File: src/rtl/ethernet_frame_dropper_wide.sv
// AXI4-Stream frame dropper: discards whole frames when the rear FIFO is almost full at SOF.
// Optional pass_count output enabled by defining ETHERNET_FRAME_DROPPER_PASS_COUNT_EN.
module ethernet_frame_dropper_wide #(
   parameter int unsigned TDATA_WIDTH = 64,
   parameter int unsigned TUSER_WIDTH = 1,
   parameter int unsigned COUNT_WIDTH = 32
) (
   input  logic                       clk,
   input  logic                       rstn,
   input  logic                       drop_enable,
   input  logic                       fifo_is_almost_full,
   input  logic                       count_clear,
   input  logic [TDATA_WIDTH-1:0]     s_axis_tdata,
   input  logic [TDATA_WIDTH/8-1:0]   s_axis_tkeep,
   input  logic                       s_axis_tvalid,
   output logic                       s_axis_tready,
   input  logic                       s_axis_tlast,
   input  logic [TUSER_WIDTH-1:0]     s_axis_tuser,
   output logic [TDATA_WIDTH-1:0]     m_axis_tdata,
   output logic [TDATA_WIDTH/8-1:0]   m_axis_tkeep,
   output logic                       m_axis_tvalid,
   input  logic                       m_axis_tready,
   output logic                       m_axis_tlast,
   output logic [TUSER_WIDTH-1:0]     m_axis_tuser,
`ifdef ETHERNET_FRAME_DROPPER_PASS_COUNT_EN
   output logic [COUNT_WIDTH-1:0]     pass_count,
`endif
   output logic [COUNT_WIDTH-1:0]     drop_count
);

   localparam int unsigned KeepWidth = TDATA_WIDTH / 8;
   localparam logic [COUNT_WIDTH-1:0] CountOne = COUNT_WIDTH'(1);

   localparam logic [1:0] StSof  = 2'd0;
   localparam logic [1:0] StPass = 2'd1;
   localparam logic [1:0] StDrop = 2'd2;

   logic [1:0]             state_q, state_d;
   logic [TDATA_WIDTH-1:0] tdata_q;
   logic [KeepWidth-1:0]   tkeep_q;
   logic                   tvalid_q, tvalid_d;
   logic                   tlast_q;
   logic [TUSER_WIDTH-1:0] tuser_q;
   logic [COUNT_WIDTH-1:0] drop_count_q, drop_count_d;

   logic stage_free;
   logic drop_now;
   logic ready;
   logic accept;
   logic fwd;
   logic drop_inc;
   logic pass_inc;

   assign stage_free = !tvalid_q || m_axis_tready;
   assign drop_now   = drop_enable && fifo_is_almost_full;
   assign accept     = s_axis_tvalid && ready;
   // Upstream is held off while in reset even though ready would otherwise be high.
   assign s_axis_tready = rstn && ready;

   always_comb begin
      state_d  = state_q;
      ready    = stage_free;
      fwd      = 1'b0;
      drop_inc = 1'b0;
      case (state_q)
         StSof: begin
            if (s_axis_tvalid && drop_now) begin
               ready = 1'b1;
               if (s_axis_tlast) begin
                  drop_inc = 1'b1;
               end else begin
                  state_d = StDrop;
               end
            end else if (accept) begin
               fwd = 1'b1;
               if (!s_axis_tlast) begin
                  state_d = StPass;
               end
            end
         end
         StPass: begin
            if (accept) begin
               fwd = 1'b1;
               if (s_axis_tlast) begin
                  state_d = StSof;
               end
            end
         end
         StDrop: begin
            ready = 1'b1;
            if (s_axis_tvalid && s_axis_tlast) begin
               drop_inc = 1'b1;
               state_d  = StSof;
            end
         end
         default: state_d = StSof;
      endcase
   end

   assign pass_inc = fwd && s_axis_tlast;

   always_comb begin
      tvalid_d = tvalid_q;
      if (fwd) begin
         tvalid_d = 1'b1;
      end else if (m_axis_tready) begin
         tvalid_d = 1'b0;
      end
   end

   always_comb begin
      drop_count_d = drop_count_q;
      if (count_clear) begin
         drop_count_d = '0;
      end else if (drop_inc && drop_count_q != '1) begin
         drop_count_d = drop_count_q + CountOne;
      end
   end

   always_ff @(posedge clk or negedge rstn) begin
      if (!rstn) begin
         state_q      <= StSof;
         tdata_q      <= '0;
         tkeep_q      <= '0;
         tvalid_q     <= 1'b0;
         tlast_q      <= 1'b0;
         tuser_q      <= '0;
         drop_count_q <= '0;
      end else begin
         state_q      <= state_d;
         tvalid_q     <= tvalid_d;
         drop_count_q <= drop_count_d;
         if (fwd) begin
            tdata_q <= s_axis_tdata;
            tkeep_q <= s_axis_tkeep;
            tlast_q <= s_axis_tlast;
            tuser_q <= s_axis_tuser;
         end
      end
   end

`ifdef ETHERNET_FRAME_DROPPER_PASS_COUNT_EN
   logic [COUNT_WIDTH-1:0] pass_count_q, pass_count_d;

   always_comb begin
      pass_count_d = pass_count_q;
      if (count_clear) begin
         pass_count_d = '0;
      end else if (pass_inc && pass_count_q != '1) begin
         pass_count_d = pass_count_q + CountOne;
      end
   end

   always_ff @(posedge clk or negedge rstn) begin
      if (!rstn) begin
         pass_count_q <= '0;
      end else begin
         pass_count_q <= pass_count_d;
      end
   end

   assign pass_count = pass_count_q;
`else
   logic unused_pass_inc;
   assign unused_pass_inc = pass_inc;
`endif

   assign m_axis_tdata  = tdata_q;
   assign m_axis_tkeep  = tkeep_q;
   assign m_axis_tvalid = tvalid_q;
   assign m_axis_tlast  = tlast_q;
   assign m_axis_tuser  = tuser_q;
   assign drop_count    = drop_count_q;

endmodule
File: config.mk
export PLATFORM = sky130hd
export DESIGN_NAME = ethernet_frame_dropper_wide
export DESIGN_NICKNAME = d
export VERILOG_FILES = /design/src/rtl/ethernet_frame_dropper_wide.sv
export SDC_FILE = /design/constraint.sdc
export NUM_CORES = 1
export LEC_CHECK = 0
export BUFFER_PORTS_ARGS = -buffer_cell sky130_fd_sc_hd__buf_2
export CAP_MARGIN = 20
export CORE_MARGIN = 1
export CORE_UTILIZATION = 30
export CTS_CLUSTER_DIAMETER = 40
export CTS_CLUSTER_SIZE = 8
export DETAILED_ROUTE_END_ITERATION = 16
export PLACE_DENSITY = 0.54
export SKIP_LAST_GASP = 1
export SYNTH_ARGS = -nofsm -noshare
export SYNTH_HDL_FRONTEND = slang
export SYNTH_SLANG_ARGS = --single-unit
File: constraint.sdc
create_clock -name clk -period 3.7 [get_ports clk]
set_clock_uncertainty 0.1 [all_clocks]
set_input_delay 0.555 -clock clk [delete_from_list [all_inputs] [get_ports clk]]
set_output_delay 0.555 -clock clk [all_outputs]
set_load 0.02 [all_outputs]
==> results.sh, run 1 <==
export IMPL_syn_inst=363
export IMPL_synth_seq_cells=109
export IMPL_r2r_cells=5
export IMPL_arrival_ns=2.69
export IMPL_tns_ns=0
export IMPL_areaGrowthSynthToFinish_pct=31.11
export IMPL_use_met2_pct=23.27
export IMPL_start_kind="register"
export IMPL_fin_crit_sh_pct=68.39
export IMPL_ant_nets=0
export IMPL_required_ns=3.86
export IMPL_drt_iter0_markers=149
export IMPL_swShare_pct=30.78
export IMPL_synth_edf_count=0
export IMPL_avgSynthCellArea_um2=12.81
export IMPL_cellPowerDensity_nw_per_um2=510.3
export IMPL_met1_usage_pct=18.92
export IMPL_diodes=0
export IMPL_cp_slowest_stage_delay_ns=0.66
export IMPL_yosysSeqAreaShare_pct=58.67
export IMPL_cts_htree_levels=3
export IMPL_grt_overflow_total=0
export IMPL_p_leak_nw=2.825
export IMPL_worstHoldPathType="in2async"
export IMPL_viasPerCell=4.981
export IMPL_rows=45
export IMPL_max_slew_margin_pct=45.04
export IMPL_cts_sinks=109
export IMPL_critPathTopFamily="simple AND/OR/NAND/NOR gates"
export IMPL_cts_hold_buf=0
export IMPL_cts_repair_resized=0
export IMPL_crit_type="reg2reg"
export IMPL_gp_congestion=0.8341
export IMPL_slew_viol_final=0
export IMPL_numCtsBuffers=9
export IMPL_power_switching_mw=0.9575
export IMPL_core_um2=15150
export IMPL_synth_top_cell_by_area="dfrtp_1"
export IMPL_max_cap_violations=0
export IMPL_p_seq_share_pct=46.7
export IMPL_clock_path_buffers=2
export IMPL_whs_ns=0.02680
export IMPL_yosys_cell_types_count=42
export IMPL_grt_setup_unrepaired="false"
export IMPL_grt_max_degree=67
export IMPL_drive_above_1_share_pct=52.17
export IMPL_vias=3696
export IMPL_r2r_end="drop_count[9]$_DFFE_PN0P_"
export IMPL_status="finished clean"
export IMPL_drt_pass1_iter_count=4
export IMPL_fmax_mhz=395.2
export IMPL_fill_cells=1442
export IMPL_syn_num_nets=445
export IMPL_p_clk_share_pct=29.7
export IMPL_route_detailed_drc=0
export IMPL_grt_antenna_before_repair=0
export IMPL_wirelength_um=11520
export IMPL_worst_pin_slew_ns=0.8199
export IMPL_first_global_vias=3722
export IMPL_grt_busiest_layer="met2"
export IMPL_layout_nets=632
export IMPL_clk_latency_ns=0.35
export IMPL_ys_top_cells_by_area="dfrtp_1, mux2_2, a21oi_1"
export IMPL_port_buffers=188
export IMPL_r2r_start="drop_count[24]$_DFFE_PN0P_"
export IMPL_die_h_um=126.5
export IMPL_place_hpwl_um=8399
export IMPL_path_max_fanout=16
export IMPL_synthFlopType="dfrtp_1"
export IMPL_crit_slowest_cell="or4_1"
export IMPL_clk_transition_reported_paths_ns=0.08
export IMPL_cts_root_buf="clkbuf_16"
export IMPL_synth_top_area_share_pct=58.67
export IMPL_yosysWarnings=0
export IMPL_rrSetupSlack_ns=1.17
export IMPL_netlist_area_um2=4649
export IMPL_power_share_combinational_pct=23.5
export IMPL_setup_violations_final=0
export IMPL_die_w_um=126.5
export IMPL_grt_pass1_wl_um=18910
export IMPL_cts_tree="yes"
export IMPL_track_usage_pct=14.97
export IMPL_wire_per_inst_um=15.52
export IMPL_async_reset_ff_share_pct=100.0
export IMPL_path_buf_inv=0
export IMPL_fin_crit_ns=2.530
export IMPL_use_met3_pct=6.242
export IMPL_cts_setup_buffers=0
export IMPL_hold_viol_final=0
export IMPL_start_util_pct=30.70
export IMPL_end_kind="register"
export IMPL_p_int_mw=2.153
export IMPL_p_total_mw=3.111
export IMPL_dieArea_um2=16000
export IMPL_ir_drop_uv=310.1
export IMPL_io_pins=189
export IMPL_cp_cell_sequence="nand4_1 -> or4_1 -> nor3_2 -> o21ai_0 -> a21oi_1"
[synthesized netlist by cell type, types with 8 or more instances]
cell type / instances
dfrtp_1: 109
mux2_2: 75
a21oi_1: 24
nand2_1: 14
or3_1: 13
nor2_1: 12
o21ai_0: 12
or4_1: 12
nand3_1: 11
o31ai_1: 10
nand4_1: 9
buf_2: 8
[how the worst max path moves through the flow]
stage | from | endpoint | cells past startpoint
2_1_floorplan | drop_count[0]$_DFFE_PN0P_ | drop_count[30]$_DFFE_PN0P_ | 7
3_3_place_gp | s_axis_tvalid | drop_count[26]$_DFFE_PN0P_ | 6
3_5_place_dp | s_axis_tvalid | drop_count[26]$_DFFE_PN0P_ | 6
4_1_cts | drop_count[24]$_DFFE_PN0P_ | drop_count[9]$_DFFE_PN0P_ | 5
5_1_grt | drop_count[24]$_DFFE_PN0P_ | drop_count[5]$_DFFE_PN0P_ | 5
6_report | drop_count[24]$_DFFE_PN0P_ | drop_count[9]$_DFFE_PN0P_ | 5
[cell type report]
type                    instances  area, µm²  share of cell area [%]
inverters                       3      11.26                  0.1847
well taps                     188      235.2                   3.859
flip-flops and latches        109       2728                   44.75
clock inverters                 5      42.54                  0.6979
repair buffers                191      978.4                   16.05
multi-input cells             236       1862                   30.54
clock buffers                  10      239.0                   3.920
[power by group through the flow]
stage | combinational (mW) | clock [mW] | sequential (mW)
3_3_place_gp | 0.737 | 0 | 1.47
5_1_grt | 0.788 | 1.00 | 1.48
4_1_cts | 0.745 | 0.963 | 1.46
2_1_floorplan | 0.223 | 0 | 1.69
3_5_place_dp | 0.746 | 0 | 1.47
6_report | 0.731 | 0.925 | 1.45
[state kept, by name, indices dropped and copies added, names as in the netlist]
signal and count:
drop_count 32, m_axis_tdata 64, m_axis_tkeep 8, m_axis_tlast 1, m_axis_tuser 1, m_axis_tvalid 1
state_q 2
[through the flow]
stage	worst slack [ns]	utilization (%)	instance area (µm²)	std cells
after floorplan	1.418	-	4649	363
after global placement	1.219	38.39	5814	727
after detailed placement	1.184	38.39	5814	727
after CTS	1.166	40.25	6096	742
after global routing	0.9529	40.25	6096	742
final	1.170	40.25	6096	742
[layout by cell type (no fill, tap or decap), types with 2 or more instances in the layout]
cell type / count
mux2_2: 75
or3_1: 13
a31oi_1: 2
clkbuf_16: 9
nor3_1: 2
inv_6: 3
o21ai_0: 12
a21oi_1: 24
buf_2: 187
xor2_1: 3
xnor2_1: 5
nor4_1: 3
o31ai_1: 10
and2_1: 2
nand3_1: 11
nand2_1: 14
and3_1: 6
buf_4: 3
nor2_1: 12
or4_1: 12
inv_1: 3
dfrtp_1: 109
nand4_1: 9
[cell families after synthesis]
group / after synthesis / share of synthesized area [%]
buffers and inverters: 18 / 1.668
AOI/OAI and AO/OA: 55 / 7.105
adders and majority gates: 1 / 0.2691
xor gates and xnor gates: 8 / 1.507
DFF: 109 / 58.67
muxes: 76 / 18.38
and+or+nand+nor: 96 / 12.41
[layer usage]
metal	wire length (µm)	up-vias
li1	-	1712
met1	5070	1834
met2	5279	142
met3	1082	8
met4	85	0
met5	0	-
Power figures use the tool's default switching activity.
==> run 2, diff against run 1 <==
Settings changed: ABC_AREA from default to 1, PLACE_DENSITY 0.54 to 0.55.
Clock period 3.7 ns to 2.09 ns, I/O delays scaled along.
==> run 2 against run 1 <==
Compared with the run above:
- setup slack worse by 0.98 ns
- register-to-register slack worse by 0.95 ns
- power up 120%
- largest power group unchanged
==> results.sh, run 2 <==
export IMPL_synth_seq_cells=109
export IMPL_yosys_cell_count_top_type="nand2_1"
export IMPL_core_um2=17240
export IMPL_io_pins=189
export IMPL_rows=48
export IMPL_cellPowerDensity_nw_per_um2=970.5
export IMPL_synthFlopType="dfrtp_1"
export IMPL_drt_iter0_markers=184
export IMPL_cts_sinks=109
export IMPL_multi_input_area_um2=2046
export IMPL_worst_pin_slew_ns=0.6474
export IMPL_die_h_um=134.5
export IMPL_path_max_fanout=5
export IMPL_worstHoldPathType="in2reg"
export IMPL_start_kind="register"
export IMPL_netlist_area_um2=5264
export IMPL_clk_latency_ns=0.35
export IMPL_final_cell_mix="nand2_1, buf_2, dfrtp_1"
export IMPL_slew_viol_final=0
export IMPL_min_path_cells=2
export IMPL_crit_start="state_q[0]$_DFFE_PN0P_"
export IMPL_grt_pass1_wl_um=23550
export IMPL_fin_crit_ns=1.896
export IMPL_grt_antenna_before_repair=2
export IMPL_required_ns=1.68
export IMPL_p_leak_nw=3.853
export IMPL_drt_pass1_iter_count=4
export IMPL_vias=4869
export IMPL_largest_register_ffs=64
export IMPL_holdCritStartpoint="m_axis_tready"
export IMPL_start_util_pct=30.54
export IMPL_r2r_end="drop_count[30]$_DFFE_PN0P_"
export IMPL_wirelength_um=14450
export IMPL_ir_drop_uv=546.7
export IMPL_clk_transition_reported_paths_ns=0.08
export IMPL_crit_slowest_cell="dfrtp_1"
export IMPL_yosysWarnings=0
export IMPL_cp_cell_sequence="nor2_1 -> nand2_1 -> nand2_1 -> a21boi_0 -> buf_2"
export IMPL_rrSetupSlack_ns=0.22
export IMPL_dieArea_um2=18080
export IMPL_yosysSeqAreaShare_pct=51.82
export IMPL_end_kind="output pin"
export IMPL_grt_max_degree=110
export IMPL_yosys_cell_types_count=28
export IMPL_synth_edf_count=0
export IMPL_wire_per_inst_um=12.82
export IMPL_r2r_cells=12
export IMPL_syn_num_nets=775
export IMPL_max_cap_violations=0
export IMPL_hold_viol_final=0
export IMPL_whs_endpoint="m_axis_tvalid$_DFFE_PN0P_"
export IMPL_synth_top_area_share_pct=51.82
export IMPL_gp_congestion=0.8563
export IMPL_r2r_start="drop_count[1]$_DFFE_PN0P_"
export IMPL_viasPerCell=4.320
export IMPL_ant_nets=0
export IMPL_grt_overflow_total=0
export IMPL_max_slew_margin_pct=56.84
export IMPL_cp_slowest_stage_delay_ns=0.42
export IMPL_crit_top_cell="nand2_1"
export IMPL_fill_cells=1804
export IMPL_syn_inst=693
export IMPL_fmax_mhz=527.4
export IMPL_first_global_vias=4643
export IMPL_whs_ns=0.06146
export IMPL_grt_setup_unrepaired="false"
export IMPL_synth_common_cells="nand2_1, dfrtp_1, inv_1, o21ai_0, nor2_1"
export IMPL_final_common_cell="nand2_1"
export IMPL_clock_path_buffers=2
export IMPL_layout_nets=979
export IMPL_async_reset_ff_share_pct=100.0
export IMPL_setup_violations_final=0
export IMPL_ys_top_cells_by_area="dfrtp_1, nand2_1, o21ai_0"
export IMPL_tns_ns=0
export IMPL_synth_top_cell_by_area="dfrtp_1"
export IMPL_fin_ws_ns=0.1938
export IMPL_dp_slack_ns=0.1937
export IMPL_place_hpwl_um=10900
export IMPL_track_usage_pct=16.75
export IMPL_fin_crit_sh_pct=90.73
export IMPL_die_w_um=134.5
export IMPL_cts_htree_levels=3
export IMPL_status="finished clean"
export IMPL_route_detailed_drc=0
export IMPL_cts_tree="yes"
export IMPL_drive_above_1_share_pct=27.19
export IMPL_cts_root_buf="clkbuf_16"
export IMPL_crit_type="reg2out"
export IMPL_areaGrowthSynthToFinish_pct=31.69
export IMPL_avgSynthCellArea_um2=7.596
export IMPL_numCtsBuffers=9
export IMPL_arrival_ns=1.48
export IMPL_ff_latch_area_um2=2728
export IMPL_port_buffers=188
==> run 2: changes by cell type after synthesis, moves of 13 or more <==
cell     change
nor2_1      +52
or3_1       -13
o21ai_0     +67
inv_1       +98
a21oi_1     -23
nand2_1    +229
mux2_2      -75
==> run 2: timing repair <==
item | in CTS | in global routing
resized for setup | 0 | 1
setup endpoints to repair | 0 | 2
endpoints found under the hold margin | 20 | 0
buffers inserted | 0 | 0
hold buffers | 1 | 0
==> run 2: stage by stage <==
step	instances	cell area (µm²)	utilization [%]	power, mW
final	1127	6932	40.21	6.727
after global routing	1126	6929	40.20	7.171
after CTS	1126	6925	40.18	6.836
after detailed placement	1110	6634	38.49	5.124
after global placement	1110	6634	38.49	5.107
after floorplan	693	5264	-	4.208
==> run 2: kinds of logic (layout without fill, tap and decap cells) <==
group                    Yosys count  after routing  share of synthesized area [%]
adder cells (fa/ha/maj)            1              1                         0.2377
AO/OA/AOI/OAI                     85             85                          8.272
buffers and inverters            126            334                          9.627
other                              0              1                              0
XOR/XNOR                           9              9                          1.498
flip-flops                       109            109                          51.82
AND/OR/NAND/NOR                  363            363                          28.55
==> run 2: final cells by class <==
| type | instances | share of cell area, % |
|---|---|---|
| multi-input combinational | 458 | 29.51 |
| clock buffer | 9 | 3.249 |
| antenna | 1 | 0.03610 |
| tap | 225 | 4.061 |
| timing repair buffer | 216 | 17.40 |
| inverter | 103 | 5.578 |
| clock inverter | 6 | 0.8123 |
| sequential | 109 | 39.35 |
==> run 2: per-layer routing <==
layer | wire length (µm) | track usage, % | vias up
met1 | 6589 | 21.73 | 2165
met4 | 121 | 4.245 | 2
met3 | 1256 | 6.269 | 9
li1 | - | - | 2541
met2 | 6473 | 26.31 | 152
met5 | 10 | 0 | -
==> run 2: worst max path at each step <==
stage | end | slack (ns) | cells past startpoint
6_report | s_axis_tready | 0.19 | 5
5_1_grt | drop_count[29]$_DFFE_PN0P_ | 0.02 | 11
4_1_cts | s_axis_tready | 0.15 | 5
3_5_place_dp | m_axis_tkeep[2]$_DFFE_PN0P_ | 0.19 | 7
3_3_place_gp | drop_count[28]$_DFFE_PN0P_ | 0.24 | 11
2_1_floorplan | drop_count[5]$_DFFE_PN0P_ | 0.08 | 13
==> run 2: power breakdown <==
part | internal (mW) | switching, mW
registers | 2.63 | 0.294
logic | 0.708 | 1.43
clock network | 0.829 | 0.840
total | 4.16 | 2.56
==> run 2: critical path, delay by kind of cell (launching register included) <==
family                 cells  cell delay (ns)
AOI/OAI and AO/OA          1             0.10
buffers and inverters      1             0.19
DFF                        1             0.42
and+or+nand+nor            3             0.41
